[src/rtl/spi_frame_pkg.sv]
// Shared constants, FSM state type and helpers for the SPI frame transmitter.
package spi_frame_pkg;

   localparam int unsigned FRAME_BITS = 88;

   localparam logic [7:0] OP_COEF = 8'h00;
   localparam logic [7:0] OP_RUN  = 8'hff;

   typedef enum logic [2:0] {
      StIdle,
      StWaitTgt,
      StSetup,
      StShift,
      StHold,
      StGap
   } state_t;

   // Chip select is low for the whole frame window, including setup and hold.
   function automatic logic cs_active(input state_t s);
      return (s == StSetup) || (s == StShift) || (s == StHold);
   endfunction

endpackage

[src/rtl/spi_sclk_gen.sv]
// Half-period timer and SPI clock register for spi_frame_tx.
module spi_sclk_gen #(
   parameter int unsigned HALF = 4
) (
   input  logic clk_i,
   input  logic rst_ni,
   input  logic run_i,     // timer runs while high, held at zero otherwise
   input  logic toggle_i,  // flip the SPI clock at each phase end
   output logic tick_o,    // last cycle of the current half period
   output logic sclk_o
);

   localparam int unsigned CntW = (HALF > 1) ? $clog2(HALF) : 1;

   logic [CntW-1:0] cnt_q, cnt_d;
   logic            sclk_q, sclk_d;

   assign tick_o = run_i && (cnt_q == CntW'(HALF - 1));
   assign sclk_o = sclk_q;

   // Next state: timer reloads on every phase end; clock forced low when idle.
   always_comb begin
      cnt_d  = cnt_q + 1'b1;
      sclk_d = sclk_q;
      if (!run_i || tick_o) begin
         cnt_d = '0;
      end
      if (!run_i) begin
         sclk_d = 1'b0;
      end else if (tick_o && toggle_i) begin
         sclk_d = ~sclk_q;
      end
   end

   // State registers.
   always_ff @(posedge clk_i or negedge rst_ni) begin
      if (!rst_ni) begin
         cnt_q  <= '0;
         sclk_q <= 1'b0;
      end else begin
         cnt_q  <= cnt_d;
         sclk_q <= sclk_d;
      end
   end

endmodule

[src/rtl/spi_frame_tx.sv]
// Host-side SPI master: sends one 88-bit command frame (opcode + payload), mode 0,
// MSB first. RUN frames wait for the target's ready line and never reuse a stale one.
module spi_frame_tx
   import spi_frame_pkg::*;
#(
   parameter int unsigned HALF        = 4,
   parameter int unsigned GAP         = 8,
   parameter int unsigned TGT_TIMEOUT = 4096
) (
   input  logic        clk_sys,
   input  logic        rstb,
   input  logic        valid_in,
   input  logic [7:0]  opcode_in,
   input  logic [79:0] data_in,
   output logic        ready_out,
   input  logic        target_ready,
   output logic        clk_mosi,
   output logic        cs,
   output logic        spi_mosi,
   output logic        done,
   output logic        err
);

   localparam int unsigned TmoW = (TGT_TIMEOUT > 1) ? $clog2(TGT_TIMEOUT) : 1;
   localparam int unsigned GapW = (GAP > 1) ? $clog2(GAP) : 1;

   state_t                  state_q, state_d;
   logic [FRAME_BITS-1:0]   sreg_q, sreg_d;
   logic [6:0]              bit_cnt_q, bit_cnt_d;
   logic [TmoW-1:0]         tmo_cnt_q, tmo_cnt_d;
   logic [GapW-1:0]         gap_cnt_q, gap_cnt_d;
   logic                    full_q, full_d;      // frame latched, not yet started
   logic                    is_run_q, is_run_d;
   logic                    pending_q, pending_d;
   logic                    cs_q, cs_d;
   logic                    mosi_q, mosi_d;
   logic                    done_q, done_d;
   logic                    err_q, err_d;
   logic                    tr_s1_q, tr_s2_q;
   logic                    sync_ready;
   logic                    tick;

   assign sync_ready = tr_s2_q;
   assign ready_out  = (state_q == StIdle) && !full_q;
   assign cs         = cs_q;
   assign spi_mosi   = mosi_q;
   assign done       = done_q;
   assign err        = err_q;

   spi_sclk_gen #(
      .HALF(HALF)
   ) u_sclk (
      .clk_i   (clk_sys),
      .rst_ni  (rstb),
      .run_i   (cs_active(state_q)),
      .toggle_i(state_q == StShift),
      .tick_o  (tick),
      .sclk_o  (clk_mosi)
   );

   // Next state, frame shifting, wait/gap counters and registered outputs.
   always_comb begin
      state_d   = state_q;
      sreg_d    = sreg_q;
      bit_cnt_d = bit_cnt_q;
      tmo_cnt_d = '0;
      gap_cnt_d = '0;
      full_d    = full_q;
      is_run_d  = is_run_q;
      done_d    = 1'b0;
      err_d     = 1'b0;

      unique case (state_q)
         StIdle: begin
            if (full_q) begin
               full_d  = 1'b0;
               state_d = is_run_q ? StWaitTgt : StSetup;
            end else if (valid_in) begin
               full_d   = 1'b1;
               sreg_d   = {opcode_in, data_in};
               is_run_d = (opcode_in == OP_RUN);
            end
         end
         StWaitTgt: begin
            if (sync_ready && !pending_q) begin
               state_d = StSetup;
            end else if (tmo_cnt_q == TmoW'(TGT_TIMEOUT - 1)) begin
               state_d = StIdle;
               err_d   = 1'b1;
            end else begin
               tmo_cnt_d = tmo_cnt_q + 1'b1;
            end
         end
         StSetup: begin
            bit_cnt_d = '0;
            if (tick) begin
               state_d = StShift;
            end
         end
         StShift: begin
            // Phase end with clock high is a falling edge: move to the next bit.
            if (tick && clk_mosi) begin
               if (bit_cnt_q == 7'(FRAME_BITS - 1)) begin
                  state_d = StHold;
               end else begin
                  bit_cnt_d = bit_cnt_q + 1'b1;
                  sreg_d    = {sreg_q[FRAME_BITS-2:0], 1'b0};
               end
            end
         end
         StHold: begin
            if (tick) begin
               state_d = StGap;
            end
         end
         StGap: begin
            if (gap_cnt_q == GapW'(GAP - 1)) begin
               state_d = StIdle;
               done_d  = 1'b1;
            end else begin
               gap_cnt_d = gap_cnt_q + 1'b1;
            end
         end
         default: state_d = StIdle;
      endcase

      // A low observation clears pending even on the cycle it would be set.
      pending_d = (pending_q || (state_q == StHold && tick && is_run_q)) && sync_ready;

      cs_d   = !cs_active(state_d);
      mosi_d = ((state_d == StSetup) || (state_d == StShift)) ? sreg_d[FRAME_BITS-1] : 1'b0;
   end

   // State and output registers; reset acts immediately, even mid-frame.
   always_ff @(posedge clk_sys or negedge rstb) begin
      if (!rstb) begin
         state_q   <= StIdle;
         sreg_q    <= '0;
         bit_cnt_q <= '0;
         tmo_cnt_q <= '0;
         gap_cnt_q <= '0;
         full_q    <= 1'b0;
         is_run_q  <= 1'b0;
         pending_q <= 1'b0;
         cs_q      <= 1'b1;
         mosi_q    <= 1'b0;
         done_q    <= 1'b0;
         err_q     <= 1'b0;
      end else begin
         state_q   <= state_d;
         sreg_q    <= sreg_d;
         bit_cnt_q <= bit_cnt_d;
         tmo_cnt_q <= tmo_cnt_d;
         gap_cnt_q <= gap_cnt_d;
         full_q    <= full_d;
         is_run_q  <= is_run_d;
         pending_q <= pending_d;
         cs_q      <= cs_d;
         mosi_q    <= mosi_d;
         done_q    <= done_d;
         err_q     <= err_d;
      end
   end

   // Two-flop synchroniser for the asynchronous target ready line.
   always_ff @(posedge clk_sys or negedge rstb) begin
      if (!rstb) begin
         tr_s1_q <= 1'b0;
         tr_s2_q <= 1'b0;
      end else begin
         tr_s1_q <= target_ready;
         tr_s2_q <= tr_s1_q;
      end
   end

endmodule

[config.mk]
export PLATFORM = sky130hd
export DESIGN_NAME = spi_frame_tx
export DESIGN_NICKNAME = d
export VERILOG_FILES = /design/src/rtl/spi_frame_pkg.sv /design/src/rtl/spi_sclk_gen.sv /design/src/rtl/spi_frame_tx.sv
export SDC_FILE = /design/constraint.sdc
export NUM_CORES = 1
export LEC_CHECK = 0
export CAP_MARGIN = 10
export CORE_MARGIN = 1.5
export CORE_UTILIZATION = 43
export CTS_BUF_LIST = sky130_fd_sc_hd__clkbuf_4 sky130_fd_sc_hd__clkbuf_8 sky130_fd_sc_hd__clkbuf_16
export CTS_CLUSTER_SIZE = 20
export DETAILED_ROUTE_END_ITERATION = 10
export MAX_ROUTING_LAYER = met4
export PLACE_DENSITY = 0.73
export SLEW_MARGIN = 20
export SYNTH_ARGS = -nofsm -noshare
export SYNTH_HDL_FRONTEND = slang
export SYNTH_SLANG_ARGS = --single-unit
[constraint.sdc]
create_clock -name clk_sys -period 2 [get_ports clk_sys]
set_input_delay 0.4 -clock clk_sys [delete_from_list [all_inputs] [get_ports clk_sys]]
set_output_delay 0.4 -clock clk_sys [all_outputs]
set_load 0.1 [all_outputs]
==> results of run 1 <==
cell usage after synthesis, types with 2 or more instances:
cell      instances  area, sq um
nand4_1           7        43.79
nor2b_1           2        12.51
a22o_1           88        770.7
xnor2_1           9        78.83
nor3b_1           3        22.52
nand3_1           8        40.04
o31ai_1           3        22.52
dfrtp_1         124         3103
clkbuf_1         21        78.83
ha_1              5        62.56
xor2_1            5        43.79
or3_1             2        12.51
nor3_1            6        30.03
nand2b_1          4        25.02
and2_1            5        31.28
buf_4             2        15.01
or2_2             2        12.51
nor4_1            3        18.77
a21oi_1           5        25.02
o21a_1            2        15.01
buf_1             2        7.510
buf_2             5        25.02
a21o_1           86        645.6
and3_1            5        31.28
nand2_1          12        45.04
inv_1             6        22.52
buf_6             3        33.78
o21ai_0           4        20.02
nor2_1           23        86.33
registers in the layout, summed over array words and instances, names as in the netlist:
signal,flops
sreg_q,88
tmo_cnt_q,12
bit_cnt_q,7
gap_cnt_q,3
state_q,3
u_sclk.cnt_q,2
cs,1
done,1
err,1
full_q,1
is_run_q,1
pending_q,1
spi_mosi,1
sync_ready,1
tr_s1_q,1
u_sclk.sclk_o,1
per-layer routing:
layer	GRT usage	wire length [microns]
met1	0.2448	5516
met2	0.2996	5861
met3	0.04100	508
met4	0.08916	132
met5	-	0
worst paths after layout:
check / end / startpoint
worst max register to register: sreg_q[39] / bit_cnt_q[1]
min in group asynchronous: tmo_cnt_q[1] / rstb
worst max-delay path: sreg_q[39] / bit_cnt_q[1]
max in group asynchronous: sreg_q[69] / rstb
worst min-delay path: sync_ready / tr_s1_q
worst min register to register: sync_ready / tr_s1_q
power by group through the flow:
stage,clock [mW],sequential (mW),combinational (mW)
after floorplan,0,4.00,1.58
after global placement,0,3.95,2.31
after detailed placement,0,4.00,2.40
after CTS,2.90,3.97,2.42
after global routing,3.03,4.07,2.61
final,2.83,3.97,2.39
cells by family (layout without fill, tap and decap cells):
kind of cell	Yosys count	count (layout)	synth area share
buffers and inverters	39	154	0.03290
xor gates and xnor gates	14	14	0.02209
AOI/OAI and AO/OA	194	194	0.2815
and+or+nand+nor	88	88	0.08474
DFF	125	125	0.5637
muxes	2	2	0.003831
adders and majority gates	5	5	0.01127
per-stage QoR:
step | hold slack (ns) | setup TNS, ns
after floorplan | 0.1044 | -45.67
after global placement | 0.3363 | 0
after detailed placement | 0.3410 | 0
after CTS | 0.3530 | 0
after global routing | 0.3649 | 0
final | 0.3516 | 0
critical path: cells and delay by family, from the launching register on:
kind | cells | cell delay, ns
AOI/OAI and AO/OA | 3 | 0.70
DFF | 1 | 0.41
buffers and inverters | 1 | 0.30
adders and majority gates | 1 | 0.22
and+or+nand+nor | 1 | 0.18
placed cells by master, fill, tap and decap left out, drive strengths merged, types with 2 or more instances in the layout:
cell           count
a21oi              5
nor4               3
xor2               5
nor2b              2
nor2              23
a211oi             2
nand4              7
o31ai              3
a22o              88
o21a               2
clkbuf            23
nor3b              3
nand2             12
and2               5
or3                2
or2                3
clkinv             6
buf               26
ha                 5
inv                6
nor3               6
dfrtp            124
clkdlybuf4s50     90
nand2b             4
o21ai              4
xnor2              9
nand3              8
and3               5
a21o              86
repair_timing:
item                                   4_1_cts  5_1_grt
resized for setup                            0        1
setup buffers                                0        0
setup endpoints to repair                    0       29
hold buffers                                 1        0
endpoints found under the hold margin       24        0
layout make-up:
cell class	count	area, sq um
clock buffers	23	483.0
inverters	6	22.52
multi-input cells	303	2265
well taps	172	215.2
fillers	1068	5239
clock inverters	8	67.56
flip-flops and latches	125	3131
repair buffers	117	1197
==> flow_metrics.tcl, run 1 <==
set metrics [dict create \
    max_freq_ghz 0.5305 \
    total_leakage_power_nw 3.758 \
    setup_violations 0 \
    vias 4088 \
    layout.nets 667 \
    start_util 0.4399 \
    netlist_area_sq_um 5552 \
    grt_pass1_wl_microns 19670 \
    synth_cell_types 44 \
    pwr-share-clk 0.308 \
    intPower_mw 6.494 \
    switching_share 0.2933 \
    core_sq_um 12620 \
    wire_per_inst_microns 15.94 \
    synthArstFlopShare 1.000 \
    cts_sinks 125 \
    max-slew-margin-rel 0.4722 \
    vias_per_cell 5.422 \
    stdcell_count 754 \
    hold_violations 0 \
    yosysSeqAreaShare 0.5637 \
    path_clk_slew_ns 0.05 \
    synth_nets 564 \
    firstDrtPassIters 4 \
    reg2reg_depth 6 \
    grt_max_degree 58 \
    rows 41 \
    grt_pass1_vias 4104 \
    cap_violations 0 \
    ys_ff_latch 125 \
    setup_ws_ns 0.1150 \
    synth_area_per_cell_sq_um 11.89 \
    postLayoutCoreUtil 0.5849 \
    drt_iter0_markers 229 \
    post_dp_cell_area_sq_um 6817 \
    die-area_sq_um 13600 \
    drt_wl_total_microns 12020 \
    die_y_microns 116.6 \
    pre_cts_ws_ns 0.06000 \
    hold_class "reg2reg" \
    cp.arrival_ns 2.22 \
    switchingPower_mw 2.695 \
    peakVddDrop_v 0.0004999 \
    power_mw 9.189 \
    clockRootBuffer "clkbuf_16" \
    grt_overflow 0 \
    pin_count 98 \
    drv_slew 0 \
    antenna_found_initial 0 \
    cts_tree "done" \
    critical_path_class "reg2reg" \
    numCtsBuffers 17 \
    synthCells 467 \
    fin_crit_sh 0.9425 \
    required_ns 2.34 \
    crit_slowest_cell "a211oi_4" \
    fin_area_sq_um 7381 \
    seq_power_share 0.432 \
    status "complete, no violations" \
    end_kind "flop" \
    gp_congestion 0.8530 \
    hpwl_microns 7894 \
    final_layout_size_suffix_gt1_frac 0.1151 \
    drc 0 \
    ys_warn_count 0 \
    ys.flop_type "dfrtp_1" \
    start_kind "flop" \
    grt_usage 0.1934 \
    ant_nets 0 \
    r2r_setup_slack_ns 0.11 \
    finalClockSkew_ns 0.007362 \
    cts.path.max_buffers 2 \
    min_period_ns 1.885 \
    clk_latency_ns 0.40 \
    syn_to_final_growth_pct 32.95 \
    antenna_cells 0 \
    power_frac_comb 0.260 \
    rsz0062_at_grt "false" \
    cp_cell_sequence "ha_1 > and2_1 > a211oi_4 > buf_6 > a22o_1 > a21o_1" \
    htree_levels 4 \
    cp_max_fo 30 \
    slowest_delay_ns 0.42 \
    holdPathStages 0 \
    die_w_microns 116.6 \
    synth_edf_count 0 \
    worstMarginPinSlew_ns 0.7818 \
    power_density_nw_per_um2 1245 \
    io_buffers 97 \
    dpl.cell_count 722 \
]
(Power assumes the default switching activity.)
==> run 2: changes to the inputs <==
--- a/config.mk
+++ b/config.mk
@@ -6,13 +6,15 @@
 export NUM_CORES = 1
 export LEC_CHECK = 0
 export CAP_MARGIN = 10
+export CELL_PAD_IN_SITES_DETAIL_PLACEMENT = 1
+export CELL_PAD_IN_SITES_GLOBAL_PLACEMENT = 1
 export CORE_MARGIN = 1.5
-export CORE_UTILIZATION = 43
+export CORE_UTILIZATION = 42
 export CTS_BUF_LIST = sky130_fd_sc_hd__clkbuf_4 sky130_fd_sc_hd__clkbuf_8 sky130_fd_sc_hd__clkbuf_16
 export CTS_CLUSTER_SIZE = 20
 export DETAILED_ROUTE_END_ITERATION = 10
 export MAX_ROUTING_LAYER = met4
-export PLACE_DENSITY = 0.73
+export PLACE_DENSITY = 0.83
 export SLEW_MARGIN = 20
 export SYNTH_ARGS = -nofsm -noshare
 export SYNTH_HDL_FRONTEND = slang
==> constraint.sdc (replaced) <==
create_clock -name clk_sys -period 1.9 [get_ports clk_sys]
set_input_delay 0.38 -clock clk_sys [delete_from_list [all_inputs] [get_ports clk_sys]]
set_output_delay 0.38 -clock clk_sys [all_outputs]
set_load 0.1 [all_outputs]
==> run 2 against run 1 <==
Effect of this change: the run now ends with negative setup slack left; die area increased by 2.3%; design area grew 3.5%; register-to-register slack got worse by 0.08 ns; critical path depth down 3; clock-buffer cell count increased by 4; via count up 5.7%; routed wire length up 29%; hold slack got worse by 0.0078 ns; largest power group unchanged.
==> flow_metrics.tcl, run 2 (synthesis results as in run 1) <==
set metrics [dict create \
    top_regs "sreg_q: 88 flops, tmo_cnt_q: 12 flops, bit_cnt_q: 7 flops" \
    min_period_ns 1.901 \
    vias 4322 \
    layout_commonest_cell "dfrtp_1" \
    numCtsBuffers 17 \
    drt_wl_total_microns 15470 \
    die_y_microns 118.0 \
    die-area_sq_um 13920 \
    reg2reg_depth 6 \
    grt_overflow 0 \
    cts_tree "done" \
    max-slew-margin-rel 0.4389 \
    status "complete, but fails checks" \
    hold_violations 0 \
    hp-start "tr_s1_q" \
    core_sq_um 12770 \
    syn_to_final_growth_pct 37.55 \
    setup-tns-final_ns -0.001189 \
    gp_congestion 0.7864 \
    postLayoutCoreUtil 0.5978 \
    cp.arrival_ns 1.52 \
    holdPathStages 0 \
    cp_max_fo 4 \
    largest_reg_flops 88 \
    peakVddDrop_v 0.0006909 \
    start_kind "flop" \
    layout.nets 675 \
    grt_pass1_vias 4715 \
    power_density_nw_per_um2 1377 \
    nFillCells 1281 \
    drv_slew 0 \
    cap_violations 0 \
    drc 0 \
    hpwl_microns 9611 \
    pre_cts_ws_ns 0.02093 \
    critPathTopFamily "flip-flops" \
    worstMarginPinSlew_ns 0.8311 \
    rr_endpoint "cs" \
    io_buffers 97 \
    clk_latency_ns 0.43 \
    final_cell_mix "dfrtp_1, clkdlybuf4s50_1, a22o_1, a21o_1, nor2_1" \
    crit_slowest_cell "dfrtp_2" \
    area.sequential_sq_um 3136 \
    r2r_setup_slack_ns 0.03 \
    wire_per_inst_microns 20.28 \
    die_w_microns 118.0 \
    cp_cell_sequence "nor4_4 > buf_4 > buf_12" \
    clockRootBuffer "clkbuf_16" \
    firstDrtPassIters 4 \
    drt_iter0_markers 287 \
    cp.buffers_inverters 2 \
    end_kind "primary output" \
    path_clk_slew_ns 0.06 \
    start_util 0.4346 \
    multiInputGateArea_sq_um 2291 \
    rsz0062_at_grt "true" \
    grt_usage 0.2364 \
    antenna_found_initial 0 \
    total_leakage_power_nw 3.880 \
    violations "negative setup slack" \
    setup_violations 1 \
    vias_per_cell 5.664 \
    ant_nets 0 \
    final_layout_size_suffix_gt1_frac 0.1371 \
    hold_class "reg2reg" \
    slowest_delay_ns 0.44 \
    finalClockSkew_ns 0.01701 \
    grt_max_degree 52 \
    cts_sinks 125 \
    rows 41 \
    min_to "sync_ready" \
    max_freq_ghz 0.5260 \
    top_register "sreg_q" \
    critical_path_class "reg2out" \
    htree_levels 4 \
    grt_pass1_wl_microns 24850 \
    reg2reg_from "state_q[1]" \
    setup_ws_ns -0.001189 \
    cts.path.max_buffers 2 \
    pin_count 98 \
    required_ns 1.52 \
    fin_crit_sh 1.001 \
    antenna_cells 0 \
]
[run 2: cell count changes in the layout (fill, tap and decap cells not counted), moves of 2 or more]
cell / delta
buf_6: +2
dfrtp_1: -2
bufinv_16: +2
ha_1: -2
clkbuf_8: +5
clkinv_2: -4
buf_12: +3
[run 2: layer usage]
metal / global-route usage / vias up / part of all wire
met4: 0.08232 / 0 / 0.013
met1: 0.2894 / 2223 / 0.43
li1: - / 1968 / -
met2: 0.3838 / 114 / 0.51
met5: - / - / 0
met3: 0.05814 / 17 / 0.039
[run 2: worst reg2reg max path, stage by stage (launching register included)]
cell	delay, ns
dfrtp_2	0.42
buf_4	0.16
buf_4	0.16
nand2b_1	0.21
a311o_1	0.23
o311ai_0	0.30
a21oi_1	0.29
[run 2: cell type report]
| class | count | area share |
|---|---|---|
| inverters | 6 | 0.002949 |
| well taps | 172 | 0.02818 |
| clock buffers | 27 | 0.07128 |
| multi-input cells | 303 | 0.3000 |
| clock inverters | 5 | 0.01311 |
| repair buffers | 125 | 0.1738 |
| flip-flops and latches | 125 | 0.4106 |
[run 2: power by group]
| group | internal [mW] | total [mW] | switching [mW] |
|---|---|---|---|
| logic | 1.39 | 2.75 | 1.37 |
| registers | 3.62 | 4.26 | 0.639 |
| clock network | 2.35 | 3.50 | 1.15 |
[run 2: worst max-delay path by stage]
stage	startpoint	endpoint	slack (ns)	depth (start not counted)
finish	full_q	ready_out	-0.001	3
global route	full_q	ready_out	-0.07	3
CTS	full_q	ready_out	-0.02	3
detailed placement	bit_cnt_q[1]	sreg_q[0]	0.02	7
global placement	bit_cnt_q[1]	sreg_q[0]	0.11	7
floorplan	full_q	sreg_q[56]	-0.64	7
[run 2: per-stage QoR]
step / instance area [sq um] / std cells / power, mW / hold slack (ns)
after floorplan: 5608 / 467 / 5.868 / 0.08441
after global placement: 6879 / 725 / 6.649 / 0.3350
after detailed placement: 6879 / 725 / 6.879 / 0.3399
after CTS: 7551 / 760 / 10.53 / 0.3449
after global routing: 7636 / 763 / 11.01 / 0.3572
final: 7636 / 763 / 10.51 / 0.3438
[run 2: repair_timing]
action                                  CTS  global route
pin swaps                                 0             1
buffers inserted                          2             2
hold endpoints to repair                 26             0
cloned                                    0             1
endpoints found under the setup margin    1            90
resized for setup                         2            11
hold buffers                              1             0
==> run 3: changes to the inputs <==
--- a/config.mk
+++ b/config.mk
@@ -6,15 +6,13 @@
 export NUM_CORES = 1
 export LEC_CHECK = 0
 export CAP_MARGIN = 10
-export CELL_PAD_IN_SITES_DETAIL_PLACEMENT = 1
-export CELL_PAD_IN_SITES_GLOBAL_PLACEMENT = 1
 export CORE_MARGIN = 1.5
-export CORE_UTILIZATION = 42
+export CORE_UTILIZATION = 43
 export CTS_BUF_LIST = sky130_fd_sc_hd__clkbuf_4 sky130_fd_sc_hd__clkbuf_8 sky130_fd_sc_hd__clkbuf_16
 export CTS_CLUSTER_SIZE = 20
 export DETAILED_ROUTE_END_ITERATION = 10
 export MAX_ROUTING_LAYER = met4
-export PLACE_DENSITY = 0.83
+export PLACE_DENSITY = 0.7
 export SLEW_MARGIN = 20
 export SYNTH_ARGS = -nofsm -noshare
 export SYNTH_HDL_FRONTEND = slang
==> run 3 against run 2 <==
Effect of this change: the run now ends clean; clock skew is 0.0094 ns lower; register-to-register slack worse by 0.02 ns; setup slack better by 0.016 ns; via count decreased by 2.5%; die area down 2.3%; largest cell class unchanged.
==> flow_metrics.tcl, run 3 (synthesis results as in run 1) <==
set metrics [dict create \
    syn_to_final_growth_pct 37.37 \
    numCtsBuffers 17 \
    hold_class "reg2reg" \
    drc 0 \
    firstDrtPassIters 5 \
    critical_path_class "reg2reg" \
    finalClockSkew_ns 0.007620 \
    grt_pass1_vias 4339 \
    status "complete, no violations" \
    grt_max_degree 70 \
    hpwl_microns 8248 \
    setup-tns-final_ns 0 \
    end_kind "flop" \
    layout_commonest_cell "dfrtp_1" \
    stdcell_count 772 \
    fin_area_sq_um 7626 \
    final_cell_mix "dfrtp_1, clkdlybuf4s50_1, a22o_1, a21o_1, buf_4" \
    peakVddDrop_v 0.0005884 \
    vias 4215 \
    pre_cts_ws_ns 0.03136 \
    reg2reg_depth 8 \
    slowest_delay_ns 0.41 \
    holdPathStages 0 \
    fin_crit_sh 0.9923 \
    cp.arrival_ns 2.18 \
    min_period_ns 1.885 \
    timing.hold.ws_ns 0.3494 \
    largest_reg_flops 88 \
    io_buffers 97 \
    clockRootBuffer "clkbuf_16" \
    post_dp_cell_area_sq_um 6909 \
    vias_per_cell 5.460 \
    layout.nets 684 \
    wire_per_inst_microns 16.22 \
    required_ns 2.19 \
    gp_congestion 0.8389 \
    ant_nets 0 \
    reg2reg_from "bit_cnt_q[0]" \
    setup_violations 0 \
    die-area_sq_um 13600 \
    antenna_cells 0 \
    grt_pass1_wl_microns 20270 \
    rows 41 \
    rsz0062_at_grt "true" \
    nFillCells 1029 \
    cts_sinks 125 \
    drt_wl_total_microns 12520 \
    pin_count 98 \
    power_mw 10.04 \
    clk_latency_ns 0.41 \
    setup_ws_ns 0.01456 \
    start_kind "flop" \
    power_density_nw_per_um2 1317 \
    grt_overflow 0 \
    cts.path.max_buffers 2 \
    core_sq_um 12620 \
    antenna_found_initial 0 \
    die_y_microns 116.6 \
    grt_usage 0.1996 \
    rr_endpoint "sreg_q[16]" \
    top_regs "sreg_q: 88 flops, tmo_cnt_q: 12 flops, bit_cnt_q: 7 flops" \
    htree_levels 4 \
    min_to "sync_ready" \
    postLayoutCoreUtil 0.6043 \
    hp-start "tr_s1_q" \
    max_freq_ghz 0.5304 \
    die_w_microns 116.6 \
    path_clk_slew_ns 0.05 \
    total_leakage_power_nw 3.904 \
    dpl.cell_count 729 \
    drv_slew 0 \
    cp_cell_sequence "ha_2 > and2_4 > a211oi_4 > buf_6 > nor2_4 > buf_12 > buf_4 > a21o_1" \
    drt_iter0_markers 251 \
    worstMarginPinSlew_ns 0.7178 \
    cap_violations 0 \
    cp_max_fo 12 \
    hold_violations 0 \
    r2r_setup_slack_ns 0.01 \
    cts_tree "done" \
    crit_slowest_cell "dfrtp_1" \
    top_register "sreg_q" \
    start_util 0.4399 \
    max-slew-margin-rel 0.5154 \
    final_layout_size_suffix_gt1_frac 0.1483 \
]
[run 3: routing by layer]
| layer | share of wire | up-vias | GRT usage |
|---|---|---|---|
| met1 | 0.45 | 2100 | 0.2480 |
| met5 | 0 | - | - |
| met2 | 0.49 | 111 | 0.3157 |
| met3 | 0.042 | 19 | 0.04774 |
| met4 | 0.018 | 0 | 0.08193 |
| li1 | - | 1985 | - |
[run 3: how the worst max path moves through the flow]
stage	start	endpoint	cells after the start
after floorplan	full_q	sreg_q[56]	7
after global placement	valid_in	sreg_q[16]	5
after detailed placement	valid_in	sreg_q[16]	5
after CTS	full_q	ready_out	3
after global routing	bit_cnt_q[0]	sreg_q[46]	8
final	bit_cnt_q[0]	sreg_q[16]	8
[run 3: area by class of cell]
cell class,count,area [sq um],share of cell area
clock buffers,25,510.5,0.06694
clock inverters,7,85.08,0.01116
inverters,6,22.52,0.002953
multi-input cells,303,2278,0.2988
flip-flops and latches,125,3136,0.4112
well taps,172,215.2,0.02822
repair buffers,134,1379,0.1808
[run 3: repair_timing]
action | in CTS | in global routing
resized for setup | 2 | 5
hold endpoints to repair | 25 | 0
setup buffers | 2 | 8
setup endpoints to repair | 1 | 89
cloned | 0 | 0
hold buffers | 1 | 0
pin swaps | 0 | 2
[run 3: power breakdown]
part / leakage, nW / total, mW / internal (mW) / switching, mW
sequential: 1.60 / 4.18 / 3.62 / 0.560
combinational: 2.00 / 2.67 / 1.44 / 1.24
clock: 0.304 / 3.19 / 2.11 / 1.07
[run 3: critical path: cells and delay by family (launching register included)]
kind                     cells  cell delay, ns
AO/OA/AOI/OAI                2            0.47
adder cells (fa/ha/maj)      1            0.22
buffers and inverters        3            0.47
flip-flops                   1            0.41
AND/OR/NAND/NOR              2            0.20
==> RTL edit (flow settings as in run 2) <==
Remove the register `err_q`: a continuous assignment takes its place, so the output `err` follows one clock earlier.
--- a/src/rtl/spi_frame_tx.sv
+++ b/src/rtl/spi_frame_tx.sv
@@ -146,5 +146,4 @@
          mosi_q    <= 1'b0;
          done_q    <= 1'b0;
-         err_q     <= 1'b0;
       end else begin
          state_q   <= state_d;
@@ -159,7 +158,8 @@
          mosi_q    <= mosi_d;
          done_q    <= done_d;
-         err_q     <= err_d;
       end
    end
+
+   assign err_q = err_d;
 
    // Two-flop synchroniser for the asynchronous target ready line.
Behaviour: no difference found for any inputs over 10 cycles, from zero or initial values and one cycle with rstb low; that may be too few to reach the edited logic, so the function may still have changed.
==> RTL edit against run 2 <==
- routed wire length decreased by 7.0%
- sequential cell count decreased by 1
- area after synthesis decreased by 0.45%
- critical path depth increased by 2
- largest cell class unchanged
- final area decreased by 0.80%
- total power decreased by 4.1%
- count of clock-buffer cells in the layout decreased by 8
- via count decreased by 0.53%
- the flow still finishes with violations (setup timing)
- hold slack improved by 29 ps
- worst setup slack got worse by 260 ps
- global-route usage decreased by 1.2 points
- non-clock buffer count increased by 4
==> RTL edit: results (changes against run 2) <==
| Metric | Value |
|---|---|
| Outcome | complete, but fails checks (unchanged) |
| Failing checks | setup timing (unchanged) |
| WL met2 | 7470 µm (was 7960 µm) |
| Fin nets | 678 (was 675) |
| M1 WL | 5980 µm (was 6710 µm) |
| Met3 Wirelength | 614 µm (was 607 µm) |
| Placed instance area | 0.00689 mm² (was 0.00688 mm²) |
| Mapped Cells | 466 (was 467) |
| Synth cell count leaders | 123 x dfrtp_1, 88 x a22o_1, 86 x a21o_1, 23 x nor2_1, 21 x clkbuf_1 (was 124 x dfrtp_1, 88 x a22o_1, 86 x a21o_1, 23 x nor2_1, 21 x clkbuf_1) |
| Setup WS post-layout | -266 ps (was -1.19 ps) |
| Endpoints failing setup | 2 (was 1) |
| Worst Path Max Fanout | 2 (was 4) |
| Vias per Instance | 5.61 (was 5.66) |
| Vias in the first global route | 4,730 (was 4,715) |
| GRT Total Usage | 22.4% (was 23.6%) |
| Largest vdd supply drop | 0.598 mV (was 0.691 mV) |
| FF-to-FF path depth | 7 (was 6) |
| Worst-Skew Late Latency | 410 ps (was 430 ps) |
| RePlAce Congestion | 0.850 (was 0.786) |
| Post-DP HPWL | 9680 µm (was 9610 µm) |
| Reg-to-Reg End | sreg_q[42] (was cs) |
| Dpl ws | -49.4 ps (was 20.9 ps) |
| Placed cells | 727 (was 725) |
| Data arrival, critical path | 1790 ps (was 1520 ps) |
| First-pass GRT wire length | 23,900 µm (was 24,800 µm) |
| Synthesized net count | 563 (was 564) |
| FF-to-FF setup slack | 80 ps (was 30 ps) |
| Layout cells sized above 1 | 14.6% (was 13.7%) |
RTL edit: final cells by class:
| type | instances | area, µm² | area share (%) |
|---|---|---|---|
| clock buffers | 19 | 453 | 5.98 |
| inverters | 6 | 22.5 | 0.297 |
| flip-flops and latches | 124 | 3110 | 41.1 |
| repair buffers | 129 | 1330 | 17.6 |
| well taps | 172 | 215 | 2.84 |
| multi-input cells | 303 | 2300 | 30.3 |
| clock inverters | 13 | 143 | 1.88 |
RTL edit: kinds of logic after synthesis:
group | Yosys count | share of synthesized area [%]
AOI/OAI and AO/OA | 194 | 28.3
DFF | 124 | 56.2
and+or+nand+nor | 88 | 8.51
buffers and inverters | 39 | 3.31
xor gates and xnor gates | 14 | 2.22
adders and majority gates | 5 | 1.13
muxes | 2 | 0.385
RTL edit: timing repair:
item / in CTS / in global routing
endpoints found under the hold margin: 32 / 0
pin swaps: 3 / 3
hold buffers: 1 / 0
resized for setup: 5 / 4
endpoints found under the setup margin: 54 / 82
buffers inserted: 3 / 3
RTL edit: per-layer routing:
metal / vias to the layer above / global-route usage (%)
li1: 1976 / -
met1: 2202 / 25.9
met2: 97 / 37.5
met3: 24 / 5.72
met4: 0 / 8.77
met5: - / -
RTL edit: critical path, cell delays in order (launching register included):
cell     delay (ps)
dfrtp_1         400
ha_4            150
nand4_1         120
or2_4           270
nor3_4          220
buf_12          210
RTL edit: report_power, final:
group / switching [µW] / total (µW) / internal, µW
clock network: 1210 / 3210 / 2000
logic: 1280 / 2660 / 1380
registers: 612 / 4210 / 3600
total: 3100 / 10100 / 6980
RTL edit: how the worst max path moves through the flow:
stage,end,slack [ps],cells past startpoint
final,err,-270,5
after global routing,err,-340,5
after CTS,err,-330,5
after detailed placement,sreg_q[60],-50,6
after global placement,sreg_q[41],10,6
after floorplan,sreg_q[56],-640,7
